File: src/rtl/hazard_scoreboard.sv
// rtl/hazard_scoreboard.sv - in-flight destination scoreboard with operand forwarding selects and load-use stall
module hazard_scoreboard #(
    parameter int DEPTH      = 3,
    parameter int LD_FWD_MIN = 2,
    parameter int CNT_W      = 16,
    localparam int SELW      = $clog2(DEPTH + 1)
) (
    input  logic             clk,
    input  logic             rst,
    input  logic             id_valid,
    input  logic [31:0]      id_inst,
    input  logic             advance,
    input  logic             flush,
    output logic             stall,
    output logic [SELW-1:0]  fwd_sel_a,
    output logic [SELW-1:0]  fwd_sel_b,
    output logic             conflict_a,
    output logic             conflict_b,
    output logic [CNT_W-1:0] stall_count
);

    localparam logic [4:0] OP_NOP  = 5'b01101;
    localparam logic [4:0] OP_CMP  = 5'b00101;
    localparam logic [4:0] OP_NOT  = 5'b01000;
    localparam logic [4:0] OP_MOV  = 5'b01001;
    localparam logic [4:0] OP_LD   = 5'b01110;
    localparam logic [4:0] OP_ST   = 5'b01111;
    localparam logic [4:0] OP_BEQ  = 5'b10000;
    localparam logic [4:0] OP_BGT  = 5'b10001;
    localparam logic [4:0] OP_B    = 5'b10010;
    localparam logic [4:0] OP_CALL = 5'b10011;
    localparam logic [4:0] OP_RET  = 5'b10100;

    logic [4:0] op;
    logic       imm;
    logic [3:0] rd, rs1, rs2;
    logic       unused_bits;

    assign op          = id_inst[31:27];
    assign imm         = id_inst[26];
    assign rd          = id_inst[25:22];
    assign rs1         = id_inst[21:18];
    assign rs2         = id_inst[17:14];
    assign unused_bits = ^id_inst[13:0];

    logic       use_a, use_b, has_dest, is_load;
    logic [3:0] src_a, src_b, dest;
    logic       is_alu;

    always_comb begin
        use_a    = 1'b0;
        use_b    = 1'b0;
        src_a    = rs1;
        src_b    = rs2;
        has_dest = 1'b0;
        dest     = rd;
        is_load  = 1'b0;
        is_alu   = 1'b0;
        case (op)
            OP_NOP, OP_B, OP_BEQ, OP_BGT: ;
            OP_CALL: begin
                has_dest = 1'b1;
                dest     = 4'hF;
            end
            OP_RET: begin
                use_a = 1'b1;
                src_a = 4'hF;
            end
            OP_NOT, OP_MOV: begin
                use_b    = !imm;
                has_dest = 1'b1;
            end
            OP_CMP: begin
                use_a = 1'b1;
                use_b = !imm;
            end
            OP_ST: begin
                use_a = 1'b1;
                use_b = 1'b1;
                src_b = rd;
            end
            OP_LD: begin
                use_a    = 1'b1;
                has_dest = 1'b1;
                is_load  = 1'b1;
            end
            default: is_alu = 1'b1;
        endcase
        if (is_alu) begin
            use_a    = 1'b1;
            use_b    = !imm;
            has_dest = 1'b1;
        end
    end

    logic [DEPTH:1] sb_v;
    logic [DEPTH:1] sb_ld;
    logic [3:0]     sb_dest [DEPTH:1];

    logic [SELW-1:0] sel_a, sel_b;
    logic            ld_hit_a, ld_hit_b;

    // Walk oldest to youngest so the youngest matching producer overrides.
    always_comb begin
        sel_a    = '0;
        sel_b    = '0;
        ld_hit_a = 1'b0;
        ld_hit_b = 1'b0;
        for (int k = DEPTH; k >= 1; k--) begin
            if (sb_v[k] && sb_dest[k] == src_a) begin
                sel_a    = SELW'(k);
                ld_hit_a = sb_ld[k] && (k < LD_FWD_MIN);
            end
            if (sb_v[k] && sb_dest[k] == src_b) begin
                sel_b    = SELW'(k);
                ld_hit_b = sb_ld[k] && (k < LD_FWD_MIN);
            end
        end
        if (!id_valid || !use_a) begin
            sel_a    = '0;
            ld_hit_a = 1'b0;
        end
        if (!id_valid || !use_b) begin
            sel_b    = '0;
            ld_hit_b = 1'b0;
        end
    end

    assign fwd_sel_a  = sel_a;
    assign fwd_sel_b  = sel_b;
    assign conflict_a = (sel_a != '0);
    assign conflict_b = (sel_b != '0);
    assign stall      = id_valid && !flush && (ld_hit_a || ld_hit_b);

    always_ff @(posedge clk) begin
        if (rst) begin
            sb_v        <= '0;
            stall_count <= '0;
        end else if (advance) begin
            for (int k = DEPTH; k >= 2; k--) begin
                sb_v[k]    <= sb_v[k-1];
                sb_ld[k]   <= sb_ld[k-1];
                sb_dest[k] <= sb_dest[k-1];
            end
            if (stall || flush || !id_valid) begin
                sb_v[1]  <= 1'b0;
                sb_ld[1] <= 1'b0;
            end else begin
                sb_v[1]  <= has_dest;
                sb_ld[1] <= is_load;
            end
            sb_dest[1] <= dest;
            if (stall && stall_count != '1)
                stall_count <= stall_count + 1'b1;
        end
    end

endmodule

File: config.mk
export PLATFORM = sky130hd
export DESIGN_NAME = hazard_scoreboard
export DESIGN_NICKNAME = d
export VERILOG_FILES = /design/src/rtl/hazard_scoreboard.sv
export SDC_FILE = /design/constraint.sdc
export NUM_CORES = 1
export LEC_CHECK = 0
export CAP_MARGIN = 10
export CORE_ASPECT_RATIO = 0.9
export CORE_UTILIZATION = 45
export DETAILED_ROUTE_END_ITERATION = 7
export GPL_ROUTABILITY_DRIVEN = 0
export PLACE_DENSITY = 0.74
export SKIP_LAST_GASP = 1
export SLEW_MARGIN = 5
export SYNTH_ARGS = -nofsm -noshare
export SYNTH_HDL_FRONTEND = slang
export SYNTH_SLANG_ARGS = --single-unit
File: constraint.sdc
create_clock -name clk -period 4.7 [get_ports clk]
set_input_delay 1.41 -clock clk [delete_from_list [all_inputs] [get_ports clk]]
set_output_delay 1.41 -clock clk [all_outputs]
set_load 0.02 [all_outputs]
; ---- Yosys cells after proc, flatten, opt, wreduce, memory -nomap -nowiden
; Memory sizes are Yosys's and may differ from the RTL's.
; Cells that the tools add are included.
[totals]
reg_bits = 20
latch_bits = 0
ram_bits = 12
mem_bits_ro = 0
inputBits = 37
output_inout_bits = 23
word_cells = 77
mem_count = 1
[classes]
n_addsub = 1
n_mul = 0
div = 0
magnitude_cmp = 0
n_eq_ne = 18
n_shift = 0
n_mux = 26
bitwise_logic = 1
reduce_logical = 27
[mem_list]
columns = memory, depth, width, rd, rd_ports_with_merged_regs, write_ports, line
row1 = sb_dest, 3, 4, 3, 0, 3, 98  ; logic [3:0] sb_dest [DEPTH:1];
[op_table]
columns = cell, n
row1 = $eq 5x4->1 const B, 5
row2 = $eq 5x5->1 const B, 5
row3 = $eq 4x4->1, 6
row4 = $add 16x1->16 const B, 1
row5 = $mux 2, 8
row6 = $ne 16x16->1 const B, 1
row7 = $mux 1, 14
row8 = $mux 4, 3
row9 = $reduce_or 11->1, 1
row10 = $logic_and 1x1->1, 9
row11 = $reduce_or 4->1, 2
row12 = $eq 5x3->1 const B, 1
row13 = $logic_not 1->1, 5
row14 = $logic_or 1x1->1, 5
row15 = $reduce_and 2->1, 2
row16 = $reduce_bool 2->1, 2
row17 = $reduce_or 3->1, 1
row18 = $pmux 1 s2, 1
row19 = $not 1->1, 1

; ---- Longest topological paths before layout
[logic_depth]
depth_word = 12
depth_mapped = 11
ltp_nobuf = 7

; ---- Worst setup path after synthesis
; OpenSTA, ideal clock, no wires.
[synth_path]
kind = input to output
startpoint = input port id_inst[28]
endpoint = output port fwd_sel_b[1]
arrival_ns = 3.310
t_required_ns = 3.290
setup_slack_ns = -0.020
stages = 9
n_path_buf = 2
cell_sequence = buf_6 > and4b_1 > buf_6 > nand2_1 > mux2i_1 > mux2_2 > nor4_1 > o2bb2a_1 > nor2_1
[synth_via]
elab_chain_len = 8
elab_cells_between_ends = 28
classes_between = eq/ne: 14 / mux: 7 / reduce/logical: 7
[synth_rtl]
columns = item, line
row1 = "start, declared", 11  ; input logic [31:0] id_inst,
row2 = $eq 5x4->1, 59  ; case (op)
row3 = $mux 4, 59
row4 = $eq 4x4->1, 114  ; if (sb_v[k] && sb_dest[k] == src_b) begin
row5 = $logic_and 1x1->1, 114
row6 = $mux 2 (3 in series), 114
row7 = $mux 2 (*), 123  ; if (!id_valid || !use_b) begin
row8 = "end, declared", 16  ; output logic [SELW-1:0] fwd_sel_b,
; Mark *: on every way between the ends. The rest lies on a longest branch, timed or not.

; ---- Worst setup path after layout
[layout_path]
startpoint = input port id_inst[31]
endpoint = output port stall
[layout_via]
elab_chain_len = 9
elab_cells_between_ends = 34
classes_between = eq/ne: 13 / mux: 10 / reduce/logical: 11
[layout_rtl]
columns = item, line
row1 = $eq 5x3->1 (tied with other cells), 59
row2 = $reduce_or 3->1 (no source line) / $reduce_or 4->1 (equally long branches), n/a
row3 = $pmux 1 s2 / $mux 1 (equally long branches), 59
row4 = $mux 1, 89  ; if (is_alu) begin
row5 = $logic_not 1->1 (on tied branches), "123, 119"
row6 = $logic_or 1x1->1 (on tied branches), "123, 119"
row7 = $mux 1 (on tied branches), "123, 119"
row8 = $logic_or 1x1->1 (*), 133  ; assign stall = id_valid && !flush && (ld_hit_a || ld_hit_b);
row9 = $logic_and 1x1->1 (*), 133
row10 = "end, declared", 14  ; output logic stall,
; Marked as above.

==> flow_summary.ini <==
[status]
status = completed

[floorplan]
fp-row-count = 24
core-area_sq_mm = 0.00495
initial_core_util_pct = 48.1
dieHeight_um = 71.0
num_io_pins = 60
die_w_um = 78.7
dieArea_sq_mm = 0.00559

[synth]
ys_ff_latch = 32
async_flop_share_pct = 0
synthDominantCellAreaShare_pct = 16.4
synthDistinctLibCells = 61
synth_most_common_cell = nor2_1
synth_edf_count = 13
syn_inst = 265
synth_ff_type = dfxtp_1
synthTopCellsByCount = nor2_1 (20), dfxtp_1 (19), nand2_1 (17)
synth_nets = 303
synthTopCellsByArea = edfxtp_1 (16%), dfxtp_1 (16%), mux2_4 (3.8%), nand2b_1 (3.7%), nor2_1 (3.2%)
ys_seq_area_share_pct = 32.4
synth_top_area_cell = edfxtp_1
avgSynthCellArea_sq_um = 8.99
yosysWarnings = 0
netlist_area_sq_mm = 0.00238

[cts]
cts-root-buf = clkbuf_8
cts_buffers = 5
path_clk_slew_ns = 0.07
postCtsHoldBufs = 0
clk_path_buf_depth = 2
clk_latency_ns = 0.29
clock_sinks = 32
htreeDepth = 2
cts_tree = yes

[sta]
holdWs_ns = 0.520
worst_slew_pin_slew_ns = 0.947
fin_crit_sh_pct = 99.0
slew_viol_final = 0
fmax_mhz = 215
finalHoldViolCount = 0
setup_tns_ns = 0
setup_viol = 0
slew-limit-headroom_pct = 36.7
setup_ws_ns = 0.0482
period_needed_ns = 4.65
skew_ns = 0.00757

[route]
viasPerCell = 5.79
first_pass_iters = 4
vias = 2393
dr.first_iter.drc_count = 144
wl_per_cell_um = 16.2
wl_um = 6690
route.antenna.remaining_nets = 0
drc = 0

[layout]
stdcell_area_sq_mm = 0.00344
nNetsFinal = 385
area_growth_syn_to_layout_pct = 44.6
multi_input_area_sq_mm = 0.00164
drive_gt1_share_pct = 29.0
seq_area_sq_um = 771
antennaDiodeCount = 0
finish.utilization_pct = 69.5
nFillCells = 394
finalNonFillerCells = 413

[run]
drv_cap = 0

[critical_path]
critPathCaptureType = output port
cp-endpoint = stall
rrSetupSlack_ns = 1.86
reg2reg_from = sb_dest[0][6]
cp_data_arrival_time_ns = 3.24
worstSetupStartpointType = primary input
r2r_end = stall_count[7]
worstSetupPathType = in -> out
path_max_fanout = 5
cp.required_ns = 3.29
worstSetupStartpoint = id_inst[31]
ff2ff_path_depth = 9

[global_routing]
gr-total-overflow = 0
antenna_found_initial = 0
grt_pass1_wl_um = 10600
grt_max_degree = 29
grt_pass1_vias = 2166
grt.total_usage_pct = 25.2

[placement]
placed_area_sq_mm = 0.00312
placed_cells = 398
place_ws_ns = -0.972
io_buffers = 45
dpl.hpwl_um = 4670

[power]
power_density_mw_per_mm2 = 197
peakVddDrop_mv = 0.123
fin_total_pwr_mw = 0.678
leakage_nw = 1.32

[hold_path]
hp-class = reg -> reg
==> layer usage <==
layer | wire length [um] | track usage [%] | up-vias
met1 | 3010 | 33.6 | 1117
met2 | 3130 | 39.3 | 94
met3 | 347 | 4.26 | 18
met4 | 203 | 12.8 | 0
li1 | - | - | 1164
met5 | 0 | 0 | -
==> worst max-delay path, stage by stage <==
cell and delay, ns:
buf_6 0.09, and4b_2 0.34, nand2_4 0.08, buf_6 0.12, mux2i_1 0.11, buf_4 0.16, buf_6 0.12, o2111a_1 0.26
buf_6 0.13, a32oi_4 0.19, nor2_2 0.09, buf_6 0.13
==> area by class of cell <==
type / count / share of cell area (%)
Sequential cell: 32 / 22.4
Clock inverter: 1 / 0.145
Timing Repair Buffer: 90 / 23.4
Inverter: 10 / 1.16
Multi-Input combinational cell: 208 / 47.7
Tap cell: 65 / 2.36
Clock buffer: 7 / 2.83
==> report_power, final <==
part           total, mW  internal (mW)  leakage (nW)  switching (mW)
registers          0.305          0.295         0.275         0.00986
clock network      0.247          0.136        0.0534           0.111
logic              0.126         0.0651         0.988          0.0611
==> layout by cell type (no fill, tap or decap), types with 7 or more instances in the layout <==
cell type        instances
inv_1                    9
nand4_1                  7
nand2_1                 15
edfxtp_1                13
xor2_1                   8
clkdlybuf4s50_1         28
mux2_4                   7
nor2_1                  18
nand3_1                  9
buf_6                    8
nor2b_1                 10
nand2b_1                13
buf_4                   42
dfxtp_1                 19
a21oi_1                 12
==> cells by family (layout without fill, tap and decap cells) <==
logic type                 Yosys count  count (layout)  share of synthesized area, %
buffers and inverters               25             108                          5.31
AOI/OAI and AO/OA                   58              58                          19.5
adders and majority gates            2               2                         0.946
xor gates and xnor gates            14              14                          5.15
DFF                                 32              32                          32.4
and+or+nand+nor                    121             121                          29.8
muxes                               13              13                          6.83
==> sequential cells by signal (all words and copies together), names as in the netlist <==
register and flops:
stall_count 16, sb_ld 1, sb_v 3, sb_dest 12
==> timing repair <==
| action | CTS | global route |
|---|---|---|
| resized for setup | 87 | 20 |
| pin swaps | 12 | 13 |
| endpoints found under the setup margin | 7 | 6 |
| buffers inserted | 5 | 2 |
==> how the worst min path moves through the flow <==
| stage | endpoint | slack (ns) | depth (start not counted) | startpoint |
|---|---|---|---|---|
| final | sb_v[2] | 0.52 | 2 | sb_v[1] |
| after CTS | stall_count[5] | 0.52 | 2 | stall_count[5] |
| after floorplan | sb_v[2] | 0.46 | 2 | sb_v[1] |
| after global routing | stall_count[15] | 0.54 | 2 | stall_count[15] |
| after detailed placement | sb_v[2] | 0.50 | 2 | sb_v[1] |
| after global placement | sb_v[2] | 0.47 | 2 | sb_v[1] |
Note: power is estimated with default switching activity, not from simulation.
==> patch, RTL diff (config.mk and constraints unchanged) <==
Set the parameter `DEPTH` to 5 (it was 3).
--- a/src/rtl/hazard_scoreboard.sv
+++ b/src/rtl/hazard_scoreboard.sv
@@ -1,6 +1,6 @@
 // rtl/hazard_scoreboard.sv - in-flight destination scoreboard with operand forwarding selects and load-use stall
 module hazard_scoreboard #(
-    parameter int DEPTH      = 3,
+    parameter int DEPTH      = 5,
     parameter int LD_FWD_MIN = 2,
     parameter int CNT_W      = 16,
     localparam int SELW      = $clog2(DEPTH + 1)
Interface: changed (resized fwd_sel_a and fwd_sel_b); port bits go from 60 to 62. No check against the original RTL was run, so the function may have changed too.
==> patch against the unedited design <==
Synthesized cell count is 41% higher; critical path depth down 3; first-iteration DRC count rose to 2.8 times the old value; area after synthesis is 30% higher; sequential power grew 33%; count of clock-buffer cells in the layout fell by 2; worst setup slack better by 0.022 ns; design area rose by 24%; power increased by 20%; worst hold slack got worse by 0.0085 ns; sequential share of layout area increased by 2.1 points; routed wire length up 45%; sequential cell count up 10.
==> patch: results (changes against the unedited design) <==
status -> completed
post-synthesis sequential area ratio -> 34.1% (+1.7 points)
GRT met1 Usage -> 39.5% (+5.8 points)
synth cell count leaders -> 30 x nand2_1, 28 x nor2_1, 23 x a21oi_1, 23 x inv_1
drt pass-1 iters -> 6 (+2)
Peak VDD IR -> 0.000112 V (-9.0%)
Clock Tree Root -> clkbuf_8
GR Util met2 -> 42.2% (+2.9 points)
initial antenna violation count -> 0 (unchanged)
PortBufs -> 47 (+4.4%)
wire per inst -> 17.4 µm (+7.3%)
P_leak -> 1.63 nW (+24%)
top flop regs -> sb_dest: 20 flops, stall_count: 16 flops, sb_v: 5 flops
placed cell areas -> 0.00398 mm² (+28%)
diode count -> 0 (unchanged)
H-tree Lvls -> 2 (unchanged)
Max Slew Vio Count -> 0 (unchanged)
Worst-path clk slew -> 0.09 ns (+0.02 ns)
total gr overflow -> 0 (unchanged)
largest net degree at the start of global routing -> 31 (+6.9%)
top post-synthesis cells by area -> edfxtp_1 20%, dfxtp_1 14%, a21oi_1 3.7%
DRT iter0 DRCs -> 410 (+180%)
share of layout cells above drive strength 1 -> 28.8% (-0.24 points)
Post-synth EDFFs -> 21 (+8)
clock skew -> 0.00565 ns (-0.00193 ns)
Tot GR Track Use -> 27.8% (+2.5 points)
worst skew pair latency -> 0.30 ns
Hold WC Path Type -> reg2reg
synth unique cells -> 62 (+1.6%)
worst rel slew slack -> 59.2% (+23 points)
sw frac -> 29.6% (+2.8 points)
CP Max Fanout -> 5 (unchanged)
post-synth net total -> 411 (+36%)
post-DP HPWL -> 6980 µm (+50%)
Avg Vias per Cell -> 6.16 (+6.3%)
CTS Buf Count -> 5 (unchanged)
CTS Hold Buffers Added -> 0 (unchanged)
vias in the first global route -> 3,111 (+44%)
Synth Warn # -> 0 (unchanged)
first-pass GRT wire length -> 15,300 µm (+44%)
area grow syn2layout -> 38.9%
GR Layer Usage met3 -> 4.73% (+0.47 points)
fill count -> 567 (+44%)
Bufs on Longest Clock Path -> 2 (unchanged)
Async SR Flop Fraction -> 0% (unchanged)
final net count -> 506 (+31%)
==> patch: cell types whose count changed after synthesis, moves of 9 or more <==
cell | unedited run | this run
a21oi_1 | 13 | 23
nand2_1 | 17 | 30
inv_1 | 9 | 23
or4_1 | 0 | 9
nand3_1 | 10 | 19
==> patch: critical path: stages <==
cell	delay (ns)
buf_6	0.10
or4b_4	0.53
or2_4	0.27
a22oi_2	0.15
nor2_1	0.07
o211a_1	0.23
a21oi_2	0.18
a31oi_1	0.10
buf_4	0.16
==> patch: kinds of logic after synthesis <==
group | count (synthesis) | synth area share, %
simple gates | 164 | 29.8
buf+inv | 45 | 6.73
fa+ha+maj | 2 | 0.730
flops | 42 | 34.1
mux | 6 | 2.03
compound gates | 101 | 22.9
xor+xnor | 13 | 3.69
==> patch: per-stage QoR <==
stage	TNS, ns	worst slack (ns)	instances	hold WS [ns]
4_1_cts	-0.00803	-0.00803	558	0.513
5_1_grt	-0.0591	-0.0320	559	0.542
6_report	0	0.0705	559	0.512
3_5_place_dp	-7.39	-0.945	544	0.501
3_3_place_gp	-7.05	-0.865	544	0.482
2_1_floorplan	-0.0111	-0.0111	373	0.424
==> patch: path summary, 6_finish.rpt <==
check | cells after the start | endpoint | slack [ns] | from
hold / removal | 2 | stall_count[15]$_SDFFE_PP0P_ | 0.51 | stall_count[15]$_SDFFE_PP0P_
setup / recovery | 9 | conflict_a | 0.07 | id_inst[30]
hold reg to reg | 2 | stall_count[15]$_SDFFE_PP0P_ | 0.51 | stall_count[15]$_SDFFE_PP0P_
setup reg to reg | 8 | stall_count[6]$_SDFFE_PP0P_ | 2.06 | sb_dest[0][6]$_SDFFCE_PP1P_
==> patch: final cells by class <==
| cell class | instances | area share, % |
|---|---|---|
| flip-flops and latches | 42 | 24.5 |
| clock inverters | 3 | 0.467 |
| clock buffers | 5 | 1.61 |
| repair buffers | 110 | 21.5 |
| multi-input cells | 286 | 47.2 |
| inverters | 23 | 2.01 |
| well taps | 90 | 2.63 |
==> patch: routing by layer <==
layer  up-vias  routed length (µm)  share of wire, %
met5         -                   0                 0
met4         0                 156               1.6
met3        25                 846               8.7
met2       184                4410                45
met1      1623                4300                44
li1       1610                   -                 -
==> patch: power groups by stage <==
stage	Sequential [mW]	Clock, mW	Combinational, mW
final	0.407	0.248	0.162
after global routing	0.408	0.268	0.174
after CTS	0.406	0.250	0.151
after detailed placement	0.414	0	0.148
after global placement	0.414	0	0.143
after floorplan	0.410	0	0.0764
==> patch: timing repair <==
action | 4_1_cts | 5_1_grt
pin swaps | 17 | 24
gates resized for setup | 103 | 42
endpoints found under the setup margin | 9 | 9
setup buffers | 6 | 3
